### src/rtl/rh_dma_ctl.sv
// rtl/rh_dma_ctl.sv - RH11 DMA transfer sequencer between the RH11 register file and the KS10 bus
//
// Moves one word per bus cycle between the device FIFO and KS10 memory at the
// live rhBA address, pulsing the BA/WC increments after every word, and stops
// after the word whose count is 16'hFFFF. Optional feature macro:
// RHDMA_NXMTIMEOUT_EN adds a bus-acknowledge timeout of NXMTIME clocks that
// sets the sticky rhNXM flag; without it a request waits forever and rhNXM is 0.
//
// Ports:
//   clk, rst        clock, asynchronous active-high reset
//   rhCLR           synchronous controller clear, highest priority
//   rhGO            one-cycle start pulse, honoured only when idle
//   rhDIR           1 = memory to device (bus read), 0 = device to memory (bus write)
//   rhWC, rhBA      live word count and bus address from the register file
//   fifoRDY         FIFO has a word / has space
//   devACKI         bus acknowledge
//   devREQO         bus request
//   devWRO          bus write qualifier, valid with devREQO
//   devADDRO        bus address, valid with devREQO
//   fifoSTB         one-cycle FIFO push/pop strobe
//   rhINCBA, rhINCWC one-cycle address / count increment pulses
//   rhRDY           controller idle
//   rhDONE          one-cycle transfer-complete pulse
//   rhNXM           sticky non-existent-memory error
module rh_dma_ctl #(
  parameter int NXMTIME = 64
) (
  input  logic        clk,
  input  logic        rst,
  input  logic        rhCLR,
  input  logic        rhGO,
  input  logic        rhDIR,
  input  logic [15:0] rhWC,
  input  logic [17:0] rhBA,
  input  logic        fifoRDY,
  input  logic        devACKI,
  output logic        devREQO,
  output logic        devWRO,
  output logic [17:0] devADDRO,
  output logic        fifoSTB,
  output logic        rhINCBA,
  output logic        rhINCWC,
  output logic        rhRDY,
  output logic        rhDONE,
  output logic        rhNXM
);

  typedef enum logic [2:0] {
    IDLE,
    WAIT,
    REQ,
    INC,
    DONE
  } state_t;

  state_t state;
  logic   nxmHit;   // request has reached its last allowed clock

`ifdef RHDMA_NXMTIMEOUT_EN
  localparam int CntW = (NXMTIME > 1) ? $clog2(NXMTIME) : 1;
  localparam logic [CntW-1:0] CntLast = CntW'(NXMTIME - 1);

  logic [CntW-1:0] nxmCnt;

  // Counts clocks spent in REQ; held at zero elsewhere so every request starts fresh.
  always_ff @(posedge clk or posedge rst) begin
    if (rst) begin
      nxmCnt <= '0;
    end else if (state != REQ) begin
      nxmCnt <= '0;
    end else begin
      nxmCnt <= nxmCnt + CntW'(1);
    end
  end

  assign nxmHit = (state == REQ) && (nxmCnt == CntLast);

  // An acknowledge arriving on the timeout clock still completes the word.
  always_ff @(posedge clk or posedge rst) begin
    if (rst) begin
      rhNXM <= 1'b0;
    end else if (rhCLR) begin
      rhNXM <= 1'b0;
    end else if (state == IDLE && rhGO) begin
      rhNXM <= 1'b0;
    end else if (nxmHit && !devACKI) begin
      rhNXM <= 1'b1;
    end
  end
`else
  logic unusedNxmTime;
  assign unusedNxmTime = (NXMTIME != 0);
  assign nxmHit        = 1'b0;
  assign rhNXM         = 1'b0;
`endif

  // Outputs are registered: each transition loads the values of the state being entered.
  always_ff @(posedge clk or posedge rst) begin
    if (rst) begin
      state    <= IDLE;
      rhRDY    <= 1'b1;
      devREQO  <= 1'b0;
      devWRO   <= 1'b0;
      devADDRO <= '0;
      fifoSTB  <= 1'b0;
      rhINCBA  <= 1'b0;
      rhINCWC  <= 1'b0;
      rhDONE   <= 1'b0;
    end else begin
      fifoSTB <= 1'b0;
      rhINCBA <= 1'b0;
      rhINCWC <= 1'b0;
      rhDONE  <= 1'b0;
      if (rhCLR) begin
        state    <= IDLE;
        rhRDY    <= 1'b1;
        devREQO  <= 1'b0;
        devWRO   <= 1'b0;
        devADDRO <= '0;
      end else begin
        case (state)
          IDLE: begin
            if (rhGO) begin
              state <= WAIT;
              rhRDY <= 1'b0;
            end
          end
          WAIT: begin
            // rhBA already reflects the previous word's increment here.
            if (fifoRDY) begin
              state    <= REQ;
              devREQO  <= 1'b1;
              devWRO   <= !rhDIR;
              devADDRO <= rhBA;
            end
          end
          REQ: begin
            if (devACKI) begin
              state    <= INC;
              devREQO  <= 1'b0;
              devWRO   <= 1'b0;
              devADDRO <= '0;
              fifoSTB  <= 1'b1;
              rhINCBA  <= 1'b1;
              rhINCWC  <= 1'b1;
            end else if (nxmHit) begin
              state    <= DONE;
              devREQO  <= 1'b0;
              devWRO   <= 1'b0;
              devADDRO <= '0;
              rhDONE   <= 1'b1;
            end else begin
              devWRO   <= !rhDIR;
              devADDRO <= rhBA;
            end
          end
          INC: begin
            // rhWC still holds the pre-increment count during this cycle.
            if (rhWC == 16'hFFFF) begin
              state  <= DONE;
              rhDONE <= 1'b1;
            end else begin
              state <= WAIT;
            end
          end
          DONE: begin
            state <= IDLE;
            rhRDY <= 1'b1;
          end
          default: begin
            state <= IDLE;
            rhRDY <= 1'b1;
          end
        endcase
      end
    end
  end

endmodule

### config.mk
export PLATFORM = sky130hd
export DESIGN_NAME = rh_dma_ctl
export DESIGN_NICKNAME = d
export VERILOG_FILES = /design/src/rtl/rh_dma_ctl.sv
export SDC_FILE = /design/constraint.sdc
export NUM_CORES = 1
export LEC_CHECK = 0
export CAP_MARGIN = 20
export CORE_ASPECT_RATIO = 0.7
export CORE_MARGIN = 2
export CORE_UTILIZATION = 38
export DETAILED_ROUTE_END_ITERATION = 8
export PLACE_DENSITY = 0.79
export SLEW_MARGIN = 20
export SYNTH_ARGS = -nofsm -noshare
export SYNTH_HDL_FRONTEND = slang
export SYNTH_SLANG_ARGS = --single-unit
### constraint.sdc
create_clock -name clk -period 2 [get_ports clk]
set_input_delay 0.6 -clock clk [delete_from_list [all_inputs] [get_ports clk]]
set_output_delay 0.6 -clock clk [all_outputs]
set_load 0.02 [all_outputs]
==> key figures <==
Clocking
  • Post-CTS setup buffers: 0
  • Total clock sinks: 26
  • Post-CTS Hold Buffers: 0
  • Worst-skew pair later-pin latency: 270 ps
  • Num CTS Buffers: 3
  • Clock-pin slew on the worst setup and hold paths: around 80 ps
  • H-Tree Level Count: 1
  • Clock buffer depth: 2
  • Root Driver: clkbuf_8
  • CTS tree: done
  • # resized after CTS: 1

Global route
  • Global-route wire length before repair: between 4000 and 5000 µm
  • Largest net degree at the start of global routing: 27
  • Vias in the first global route: approximately 1100
  • Gr ovfl total: 0
  • Gr usage total: between 10% and 20%
  • Initial antenna violation count: 0

STA
  • Final setup margin: approximately 110 ps
  • TNS Setup: 0 ps
  • Final setup violation count: 0
  • Final Critical Period: ~1900 ps
  • Final Hold Fails: 0
  • RSZ-0062 raised after global routing: no
  • Maximum clock frequency: around 0.53 GHz
  • Layout Skew: around 4.8 ps
  • Final Max Tran Viols: 0
  • Fin crit share: between 90 and 100%

Placement
  • Pre-CTS setup slack: between 2 and 2.5 ps
  • Buffers on Ports: 65
  • Post-DP HPWL: roughly 2200 µm
  • Final GP Congestion: 0.869

Floorplan
  • # rows: 17
  • Die width: 71.8 µm
  • Starting density of the core: roughly two fifths
  • Die Ht: between 50 and 60 µm
  • Core Footprint: 0.00311 mm²
  • Die area: 0.00369 mm²
  • I/O pins: 67

Cells and area
  • ANT cells: 0
  • Layout cells sized above 1: just under 7%
  • Commonest non-fill, non-tap cell in the layout: clkdlybuf4s50_1
  • Most frequent cells in the layout: 64 x clkdlybuf4s50_1, 25 x dfrtp_1, 21 x nand3_1
  • Fin nets: 233
  • Area Growth Syn to Fin: 62.8%

Synthesis
  • Sequential share of the synthesized area: about 53%
  • Syn Area/Cell: slightly below 10 µm²
  • Largest cells by area after synthesis: dfrtp_1 51%, nand2b_1 10%, nand3_1 8.6%
  • Yosys warning count: 0
  • Cells after synthesis: 125
  • Top cell type's share of synthesized area: 51.2%
  • Distinct cells, synth: 27
  • Leading area contributor after synthesis: dfrtp_1
  • Post-Syn Area: roughly 0.0012 mm²
  • Synth Register Bits: 26
  • Syn_nets: roughly 170

Setup path
  • Arr. time, crit path: 1290 ps
  • Slowest-stage cell, CP: clkdlybuf4s50_1
  • Crit path max-delay family: buffers and inverters
  • Max incr delay on CP: ~620 ps
  • Nature of the critical path endpoint: output port
  • R2r setup slk: ~510 ps
  • Number of cells on the critical path: 1
  • Crit-path cells: clkdlybuf4s50_1
  • Startpoint Class: register
  • Crit Path Class: reg -> out
  • Worst R2R Path Depth: 5
  • Worst path buffer plus inverter count: 1
  • Max FO, Critical Path: 3
  • Required @ worst endpoint: between 1000 and 1500 ps

Run
  • Max cap viols: 0

Power
  • Switch share: 23.8%
  • Logic pwr share: between 20% and 30%
  • Clock share of power: roughly a third
  • Max VDD drop: roughly 370 µV
  • Sequential share of power: 44.4%
  • Pint: ~0.00099 W
  • PwrDens: around 660 mW/mm²
  • Leakage: between 0.8 and 0.9 nW
  • Switching pwr: between 0.0003 and 0.0004 W

Detailed routing
  • DRC Markers: 0
  • Routed Antenna Nets: 0
  • DR iter-0 viols: 34
  • Wirelength, routed: slightly below 3000 µm
  • DR vias/cell: between 5 and 6
  • First-pass DRT Iterations: 4
  • Wire length per cell: around 13 µm
  • Detailed-route via count: ~1200

Worst hold path
  • Hold depth: 2
  • Hold Path Class: reg -> reg

Run status
  • Status: complete, no violations
==> flip-flops by register name (all words and copies together) (netlist names) <==
register,flops
rhDONE,1
rhINCWC,1
devREQO,1
devADDRO,18
state,3
rhRDY,1
devWRO,1
==> cells in the mapped netlist (all sizes together) <==
cell type and count:
mux2i 1, a21o 1, o21ai 2, clkbuf 4, nand3b 1, inv 4, nor2 3, a21oi 21
nand2b 20, and4 1, nand4bb 1, conb 1, nor2b 1, and3 2, dfrtp 25, nor4 2
nand4 2, nor3 1, dfstp 1, buf 6, a21boi 2, a31oi 1, nand3 21, nand2 1
==> path summary, 6_finish.rpt <==
kind / startpoint / to
max in group asynchronous: rst / rhRDY
worst min register to register: rhRDY / rhRDY
worst max-delay path: devREQO / devREQO
worst min-delay path: rhRDY / rhRDY
worst max register to register: state[1] / devWRO
min in group asynchronous: rst / devADDRO[3]
==> power by group through the flow <==
stage	combinational [W]	clock (W)	sequential, W
final	0.000301	0.000425	0.000579
after global routing	0.000325	0.000457	0.000584
after CTS	0.000304	0.000431	0.000580
after detailed placement	0.000304	0	0.000589
after global placement	0.000297	0	0.000587
after floorplan	0.000110	0	0.000620
==> layout make-up <==
cell class	count	area (µm²)
tap	38	47.5
inverter	4	15.0
multi-input combinational	85	490
clock buffer	3	41.3
clock inverter	1	30.0
fill	238	1110
timing repair buffer	72	714
sequential	26	652
==> stage by stage <==
step / util (%) / hold WS (ps) / power (W) / std cells / area (µm²)
after floorplan: - / 511 / 0.000730 / 125 / 1220
after global placement: 61.8 / 486 / 0.000885 / 225 / 1920
after detailed placement: 61.8 / 482 / 0.000893 / 225 / 1920
after CTS: 64.1 / 492 / 0.00131 / 229 / 1990
after global routing: 64.1 / 512 / 0.00137 / 229 / 1990
final: 64.1 / 495 / 0.00131 / 229 / 1990
==> kinds of logic after synthesis <==
group                  after synthesis  synth area share, %
multiplexers                         1                0.819
flip-flops                          26                 53.3
AO/OA/AOI/OAI                       27                 12.7
AND/OR/NAND/NOR                     56                 26.3
other                                1                0.307
buffers and inverters               14                 6.55
==> metal layers <==
metal	vias to the layer above	GRT usage, %	wire [µm]
met5	-	0	0
met4	0	3.77	10
met3	2	5.52	234
met2	48	29.9	1370
met1	540	20.4	1310
li1	560	-	-
Note: power is estimated with default switching activity, not from simulation.
